==> src/rtl/ipv4_checksum_insert.sv <==
// ipv4_checksum_insert: buffers an IPv4 header byte stream, computes the
// ones-complement header checksum (checksum field summed as zero) and
// replays the header with the checksum field overwritten.
// Optional build macro IPV4_CHECKSUM_IHL_CHECK_EN: drop frames whose IHL
// nibble is below 5 or disagrees with the received length.
module ipv4_checksum_insert #(
  parameter int MAX_HDR_BYTES = 60,
  parameter int CKSUM_OFFSET  = 10
) (
  input  logic        clock,
  input  logic        reset,
  input  logic        in_valid,
  input  logic [7:0]  in_data,
  input  logic        in_last,
  output logic        in_ready,
  output logic        out_valid,
  output logic [7:0]  out_data,
  output logic        out_last,
  input  logic        out_ready,
  output logic        cksum_done,
  output logic [15:0] cksum_value,
  output logic        hdr_error
);

  localparam int CW = $clog2(MAX_HDR_BYTES + 1);
  localparam int AW = (MAX_HDR_BYTES > 1) ? $clog2(MAX_HDR_BYTES) : 1;
  localparam logic [CW-1:0] MAX_CNT     = CW'(MAX_HDR_BYTES);
  localparam logic [CW-1:0] OFF_MSB     = CW'(CKSUM_OFFSET);
  localparam logic [CW-1:0] OFF_LSB     = CW'(CKSUM_OFFSET + 1);
  localparam logic [CW-1:0] ONE         = CW'(1);
  localparam logic [CW:0]   MIN_SUB_LEN = (CW+1)'(CKSUM_OFFSET + 2);

  typedef enum logic [1:0] {IDLE, CAPTURE, FOLD, EMIT} state_t;

  state_t        state_q, state_d;
  logic [CW-1:0] cnt_q, cnt_d;
  logic [CW-1:0] len_q, len_d;
  logic [CW-1:0] rd_q, rd_d;
  logic [31:0]   sum_q, sum_d;
  logic          ovf_q, ovf_d;
  logic [15:0]   cksum_q, cksum_d;
  logic          done_q, done_d;
  logic          err_q, err_d;
  logic [7:0]    buf_q [MAX_HDR_BYTES];

  logic          wr_en;
  logic          in_fire;
  logic          out_fire;
  logic          ovf_now;
  logic          ihl_bad;
  logic [15:0]   addend;

  assign in_ready    = !reset && ((state_q == IDLE) || (state_q == CAPTURE));
  assign in_fire     = in_valid && in_ready;
  assign out_fire    = out_valid && out_ready;
  assign ovf_now     = ovf_q || (cnt_q >= MAX_CNT);
  assign cksum_done  = done_q;
  assign cksum_value = cksum_q;
  assign hdr_error   = err_q;

  // Word contribution of the incoming byte: even index is the MSB, odd the
  // LSB, and the checksum field itself always counts as zero.
  always_comb begin
    addend = 16'h0000;
    if ((cnt_q != OFF_MSB) && (cnt_q != OFF_LSB)) begin
      addend = cnt_q[0] ? {8'h00, in_data} : {in_data, 8'h00};
    end
  end

`ifdef IPV4_CHECKSUM_IHL_CHECK_EN
  logic [3:0] ihl;

  // IHL comes from byte 0, which is still on in_data for a one-byte frame.
  always_comb begin
    ihl     = (cnt_q == '0) ? in_data[3:0] : buf_q[0][3:0];
    ihl_bad = (ihl < 4'd5) || ((16'(cnt_q) + 16'd1) != {10'd0, ihl, 2'b00});
  end
`else
  assign ihl_bad = 1'b0;
`endif

  // Next-state, datapath updates and stream outputs for the frame FSM.
  always_comb begin
    state_d   = state_q;
    cnt_d     = cnt_q;
    len_d     = len_q;
    rd_d      = rd_q;
    sum_d     = sum_q;
    ovf_d     = ovf_q;
    cksum_d   = cksum_q;
    done_d    = 1'b0;
    err_d     = 1'b0;
    wr_en     = 1'b0;
    out_valid = 1'b0;
    out_data  = 8'h00;
    out_last  = 1'b0;

    case (state_q)
      IDLE, CAPTURE: begin
        if (in_fire) begin
          if (cnt_q < MAX_CNT) begin
            wr_en = 1'b1;
            sum_d = sum_q + {16'h0000, addend};
            cnt_d = cnt_q + ONE;
          end else begin
            ovf_d = 1'b1;
          end
          if (in_last) begin
            if (ovf_now || ihl_bad) begin
              err_d   = 1'b1;
              state_d = IDLE;
              cnt_d   = '0;
              sum_d   = 32'h0;
              ovf_d   = 1'b0;
            end else begin
              len_d   = cnt_q + ONE;
              state_d = FOLD;
            end
          end else begin
            state_d = CAPTURE;
          end
        end
      end

      FOLD: begin
        if (sum_q[31:16] != 16'h0000) begin
          sum_d = {16'h0000, sum_q[31:16]} + {16'h0000, sum_q[15:0]};
        end else begin
          cksum_d = ~sum_q[15:0];
          rd_d    = '0;
          state_d = EMIT;
        end
      end

      EMIT: begin
        out_valid = 1'b1;
        out_data  = buf_q[AW'(rd_q)];
        if ({1'b0, len_q} >= MIN_SUB_LEN) begin
          if (rd_q == OFF_MSB) begin
            out_data = cksum_q[15:8];
          end else if (rd_q == OFF_LSB) begin
            out_data = cksum_q[7:0];
          end
        end
        out_last = (rd_q == (len_q - ONE));
        if (out_fire) begin
          if (rd_q == (len_q - ONE)) begin
            done_d  = 1'b1;
            state_d = IDLE;
            cnt_d   = '0;
            sum_d   = 32'h0;
            ovf_d   = 1'b0;
          end else begin
            rd_d = rd_q + ONE;
          end
        end
      end

      default: state_d = IDLE;
    endcase
  end

  // State and control registers; reset abandons any frame in flight.
  always_ff @(posedge clock or posedge reset) begin
    if (reset) begin
      state_q <= IDLE;
      cnt_q   <= '0;
      len_q   <= '0;
      rd_q    <= '0;
      sum_q   <= 32'h0;
      ovf_q   <= 1'b0;
      cksum_q <= 16'h0000;
      done_q  <= 1'b0;
      err_q   <= 1'b0;
    end else begin
      state_q <= state_d;
      cnt_q   <= cnt_d;
      len_q   <= len_d;
      rd_q    <= rd_d;
      sum_q   <= sum_d;
      ovf_q   <= ovf_d;
      cksum_q <= cksum_d;
      done_q  <= done_d;
      err_q   <= err_d;
    end
  end

  // Header byte store; contents need no reset since len_q gates replay.
  always_ff @(posedge clock) begin
    if (wr_en) begin
      buf_q[AW'(cnt_q)] <= in_data;
    end
  end

endmodule

==> config.mk <==
export PLATFORM = sky130hd
export DESIGN_NAME = ipv4_checksum_insert
export DESIGN_NICKNAME = d
export VERILOG_FILES = /design/src/rtl/ipv4_checksum_insert.sv
export SDC_FILE = /design/constraint.sdc
export NUM_CORES = 1
export LEC_CHECK = 0
export ABC_AREA = 1
export CORE_ASPECT_RATIO = 0.9
export CORE_MARGIN = 3
export CORE_UTILIZATION = 45
export DETAILED_ROUTE_END_ITERATION = 6
export DONT_BUFFER_PORTS = 1
export GPL_TIMING_DRIVEN = 0
export PLACE_DENSITY = 0.61
export SYNTH_ARGS = -nofsm -noshare
export SYNTH_HDL_FRONTEND = slang
export SYNTH_SLANG_ARGS = --single-unit
==> constraint.sdc <==
create_clock -name clock -period 4.4 [get_ports clock]
set_clock_uncertainty 0.15 [all_clocks]
set_input_delay 0.44 -clock clock [delete_from_list [all_inputs] [get_ports clock]]
set_output_delay 0.44 -clock clock [all_outputs]
set_load 0.1 [all_outputs]
Yosys cells after proc, flatten, opt, wreduce, memory -nomap -nowiden
Memory sizes are Yosys's and may differ from the RTL's.
Index checks and enable logic that the tools add are counted.
{"block": "word_totals", "register_bits": 71, "mem_bits_rw": 480, "input_bits": 13, "out_inout_bits": 29, "wordCells": 106, "memories": 1}
{"memory": "buf_q", "words": 60, "width": 8, "rd": 1, "rd_clocked_by_memory_dff": 0, "wr": 1, "line": "44", "rtl": "logic [7:0] buf_q [MAX_HDR_BYTES];"}
{"block": "op_classes", "n_addsub": 5, "n_lt_le_gt_ge": 3, "n_eq_ne": 14, "n_mux": 53, "bitwise": 3, "n_reduce_logical": 18}
{"cell": "$mux W32", "n": 7}
{"cell": "$pmux W32 S3", "n": 1}
{"cell": "$mux W6", "n": 9}
{"cell": "$add A32 B16 Y32", "n": 1}
{"cell": "$mux W16", "n": 2}
{"cell": "$mux W8", "n": 4}
{"cell": "$pmux W6 S2", "n": 2}
{"cell": "$mux W1", "n": 20}
{"cell": "$reduce_and A4 Y1", "n": 5}
{"cell": "$add A16 B16 Y17", "n": 1}
{"cell": "$not A16 Y16", "n": 1}
{"cell": "$reduce_bool A16 Y1", "n": 1}
{"cell": "$add A6 B1 Y6 const B", "n": 2}
{"cell": "$eq A6 B4 Y1 const B", "n": 2}
{"cell": "$mux W2", "n": 6}
{"cell": "$ne A2 B2 Y1 const B", "n": 6}
{"cell": "$ne A6 B4 Y1 const B", "n": 2}
{"cell": "$eq A6 B6 Y1", "n": 1}
{"cell": "$ge A6 B4 Y1 const B", "n": 1}
{"cell": "$ge A6 B6 Y1 const B", "n": 1}
{"cell": "$lt A6 B6 Y1 const B", "n": 1}
{"cell": "$pmux W2 S3", "n": 1}
{"cell": "$sub A6 B1 Y6 const B", "n": 1}
{"cell": "$eq A2 B2 Y1 const B", "n": 2}
{"cell": "10 further kinds", "n": 16}

Logic depth before layout (Yosys ltp)
{"block": "depth", "word_depth": 9, "ltp_mapped": 20, "mapped_depth_nobuf": 20}

Worst setup path after synthesis
OpenSTA, ideal clock, no wires.
{"block": "synth_timing", "kind": "register to output", "from": "reg state_q[1]", "to": "out out_data[1]", "t_arrival_ps": 3567, "required_ps": 3810, "setup_slack_ps": 243, "stages_incl_launch_ff": 7, "n_path_buf": 2, "path_cell_list": "dfrtp_1 > buf_4 > nand2_1 > inv_1 > clkbuf_1 > o21ai_0 > a21oi_1"}
{"block": "synth_via", "elab_chain_len": 2}
{"item": "from (decl)", "line": "35", "rtl": "state_t state_q, state_d;"}
{"item": "from (signal assigned)", "line": "176", "rtl": "state_q <= state_d;"}
{"item": "$eq A2 B2 Y1", "line": "98", "rtl": "case (state_q)"}
{"item": "$mux W8", "line": "98"}
{"item": "to (decl)", "line": "17", "rtl": "output logic [7:0] out_data,"}
No other way between the ends.

Final worst setup path
{"block": "layout_timing", "from": "reg rd_q[0]", "to": "out out_data[2]"}
{"block": "layout_via", "elab_chain_len": 5, "elab_cells_between_ends": 7, "classes_between": "eq/ne: 2; mux: 4; memory: 1"}
{"item": "from (decl)", "line": "38", "rtl": "logic [CW-1:0] rd_q, rd_d;"}
{"item": "from (signal assigned)", "line": "179", "rtl": "rd_q <= rd_d;"}
{"item": "$mem_v2 Z60 W8 / $eq A6 B4 Y1 (equally long branches)"}
{"item": "$mux W8", "line": "141", "rtl": "end else if (rd_q == OFF_LSB) begin"}
{"item": "$mux W8", "line": "139", "rtl": "if (rd_q == OFF_MSB) begin"}
{"item": "$mux W8 (*)", "line": "138", "rtl": "if ({1'b0, len_q} >= MIN_SUB_LEN) begin"}
{"item": "$mux W8 (*)", "line": "98"}
Mark *: on every way between the ends. The rest lies on a longest branch, timed or not.

==> flow_summary.json <==
{
  "synth_top_cell_by_area": "edfxtp_1",
  "cp-endpoint": "out_data[2]",
  "layoutNonFillerInstCount": 3602,
  "rsz0062_at_grt": "false",
  "multi_input_area_sq_mm": 0.00850,
  "antenna_found_initial": 1,
  "grtUsageMet1_pct": 38.7,
  "grt-busiest-layer": "met2",
  "cts_root_buf": "clkbuf_16",
  "vias": 20000,
  "synth_top_area_share_pct": 55.1,
  "r2r_start": "state_q[1]$_DFFE_PP0P_",
  "clockBufferDepth": 3,
  "grt.total_usage_pct": 26.7,
  "place_congestion": 0.956,
  "nFillCells": 5179,
  "ir_drop_v": 0.000362,
  "core_sq_mm": 0.0572,
  "cts_tree": "yes",
  "fin_crit_ns": 4.32,
  "synthCells": 2711,
  "hold_path.class": "input port to register",
  "synth_seq_area_share_pct": 61.9,
  "crit_fanout": 10,
  "hpwl_um": 56300,
  "seqCellArea_sq_mm": 0.0162,
  "final_layout_size_suffix_gt1_share_pct": 9.27,
  "drv_slew": 0,
  "initial_utilization_pct": 45.7,
  "drt-total-wl_um": 82300,
  "synth.most_common_cell": "nand2_1",
  "die_w_um": 260,
  "numClockSinks": 551,
  "r2r_end": "buf_q[50][3]$_DFFE_PP_",
  "required_ns": 3.81,
  "finish.utilization_pct": 51.4,
  "ant_nets": 0,
  "tightestPinTransition_ns": 1.18,
  "grt_max_degree": 61,
  "ys_top_cells_by_count": "nand2_1 (645), edfxtp_1 (480), nor2_1 (383), inv_1 (246), o21ai_0 (246)",
  "power.density_mw_per_mm2": 600,
  "syn-cell-area_sq_mm": 0.0261,
  "grt-ovfl-total": 0,
  "postSynth.asyncResetShare_pct": 12.9,
  "cp-end-kind": "output port",
  "critPathLaunchType": "register",
  "grt_pass1_wl_um": 121000,
  "grt_pass1_vias": 18800,
  "critPathKind": "register to output port",
  "io_pins": 42,
  "synthFlopType": "edfxtp_1",
  "max_freq_mhz": 231,
  "setup_viol_count_final": 0,
  "drv_cap": 0,
  "period_share_pct": 98.3,
  "cp-startpoint": "rd_q[0]$_DFFE_PP0P_",
  "drt_iter0_drc": 2410,
  "placedCellCount": 3477,
  "leakage_nw": 11.6,
  "ys_ff_latch": 551,
  "syn_avg_cell_area_sq_um": 9.64,
  "dieArea_sq_mm": 0.0610,
  "grt_util_met3_pct": 4.28,
  "arrival_ns": 3.73,
  "wl_per_cell_um": 22.9,
  "grtUsageMet2_pct": 41.5,
  "rows": 83,
  "syn_nets": 2764,
  "finalNetCount": 2844,
  "cts-htree-levels": 2,
  "clkLatencyLatePin_ns": 0.62,
  "synthDistinctLibCells": 45,
  "rrSetupSlack_ns": 0.33,
  "synth_edf_count": 480,
  "portBuffers": 0,
  "status": "completed",
  "clk_pin_slew_worst_paths_ns": 0.06,
  "power_mw": 17.6,
  "yosys-top-cells-area": "edfxtp_1 (55%), nand2_1 (9.3%), dfrtp_1 (6.8%), nor2_1 (5.5%), o21ai_0 (4.7%)",
  "firstDrtPassIters": 6,
  "drcViolationCount": 0,
  "hold_viol": 0,
  "area_growth_pct": 12.4,
  "relSlewSlack_pct": 21.4,
  "cts_buffers": 57,
  "yosysWarnings": 0,
  "vias_per_cell": 5.56,
  "reg2reg_depth": 6,
  "die_h_um": 235
}
worst min-delay path by stage:
stage	depth (start not counted)	end	start	slack, ns
floorplan	2	len_q[1]$_DFFE_PP0P_	len_q[1]$_DFFE_PP0P_	0.30
global route	4	sum_q[11]$_DFFE_PP0P_	in_last	0.02
finish	4	sum_q[11]$_DFFE_PP0P_	in_last	0.02
CTS	4	sum_q[11]$_DFFE_PP0P_	in_last	0.002
global placement	2	len_q[1]$_DFFE_PP0P_	len_q[1]$_DFFE_PP0P_	0.33
detailed placement	1	cksum_done$_DFF_PP0_	reset	0.22
power by group:
part | internal, mW | switching [mW] | leakage, nW
logic | 1.69 | 4.45 | 5.51
clock network | 2.56 | 2.02 | 0.845
registers | 5.95 | 0.958 | 5.24
flip-flops by register name, indices dropped and copies added, names as in the netlist:
signal	count
buf_q	480
sum_q	32
cksum_value	16
cnt_q	6
len_q	6
rd_q	6
state_q	2
cksum_done	1
hdr_error	1
ovf_q	1
per-stage QoR:
step | setup slack (ns) | TNS [ns] | cell area (sq um) | hold slack (ns)
3_3_place_gp | -0.457 | -3.32 | 27100 | 0.326
6_report | 0.0766 | 0 | 29400 | 0.0223
3_5_place_dp | -0.0849 | -2.92 | 27200 | 0.219
2_1_floorplan | 0.243 | 0 | 26100 | 0.303
5_1_grt | 0.000501 | 0 | 29400 | 0.0201
4_1_cts | -0.103 | -7.20 | 29200 | 0.00210
layout by cell type, fill, tap and decap left out, drive strengths merged, types with 3 or more instances in the layout:
master,Yosys,layout
o21a,4,4
o211ai,38,38
edfxtp,480,480
buf,89,106
nand2,646,646
o221ai,3,3
a21oi,75,75
nand3,201,201
nand4,30,30
dlygate4sd3,0,4
inv,262,263
o31ai,5,5
or2,4,4
xor2,16,16
clkbuf,26,102
o21ai,277,277
nor2,393,393
dfrtp,71,71
nor3,15,15
ha,38,38
clkinvlp,0,3
xnor2,6,6
a22oi,3,3
clkinv,4,26
o22ai,11,11
kinds of logic after synthesis:
kind of cell / share of synthesized area [%]
AOI/OAI and AO/OA: 8.73
xor gates and xnor gates: 0.737
adders and majority gates: 1.97
buffers and inverters: 6.26
DFF: 61.9
muxes: 0.0766
and+or+nand+nor: 20.3
timing repair:
| item | in CTS | in global routing |
|---|---|---|
| pin swaps | 0 | 11 |
| hold endpoints to repair | 558 | 0 |
| setup endpoints to repair | 143 | 273 |
| hold buffers | 13 | 0 |
| resized for setup | 14 | 35 |
| setup buffers | 0 | 9 |
| cloned | 0 | 0 |
critical path, cell delays in order (launching register included):
cell	delay [ns]
dfrtp_1	0.40
buf_6	0.16
inv_4	0.07
clkbuf_1	0.54
o21ai_0	0.22
o21ai_1	0.20
nand2_1	0.09
nand2_1	0.09
inv_1	0.10
nand2_1	0.09
nand2_1	0.05
nand2_1	0.20
inv_1	0.09
nand3_1	0.10
nand2_1	0.10
a21oi_4	0.60
layout make-up:
cell class | instances | share of cell area, %
plain buffers | 113 | 2.13
repair buffers | 23 | 1.25
well taps | 765 | 3.26
diodes | 1 | 0.00851
multi-input cells | 1779 | 28.9
inverters | 266 | 3.43
clock inverters | 28 | 0.656
clock buffers | 76 | 5.24
flip-flops and latches | 551 | 55.1
layer usage:
layer  routed length (um)  vias up
met1                35900     9736
met4                 2470        2
met3                 6910      132
met2                37000      850
li1                     -     9321
met5                    9        -
No activity file was read; power rests on OpenSTA's default activity.
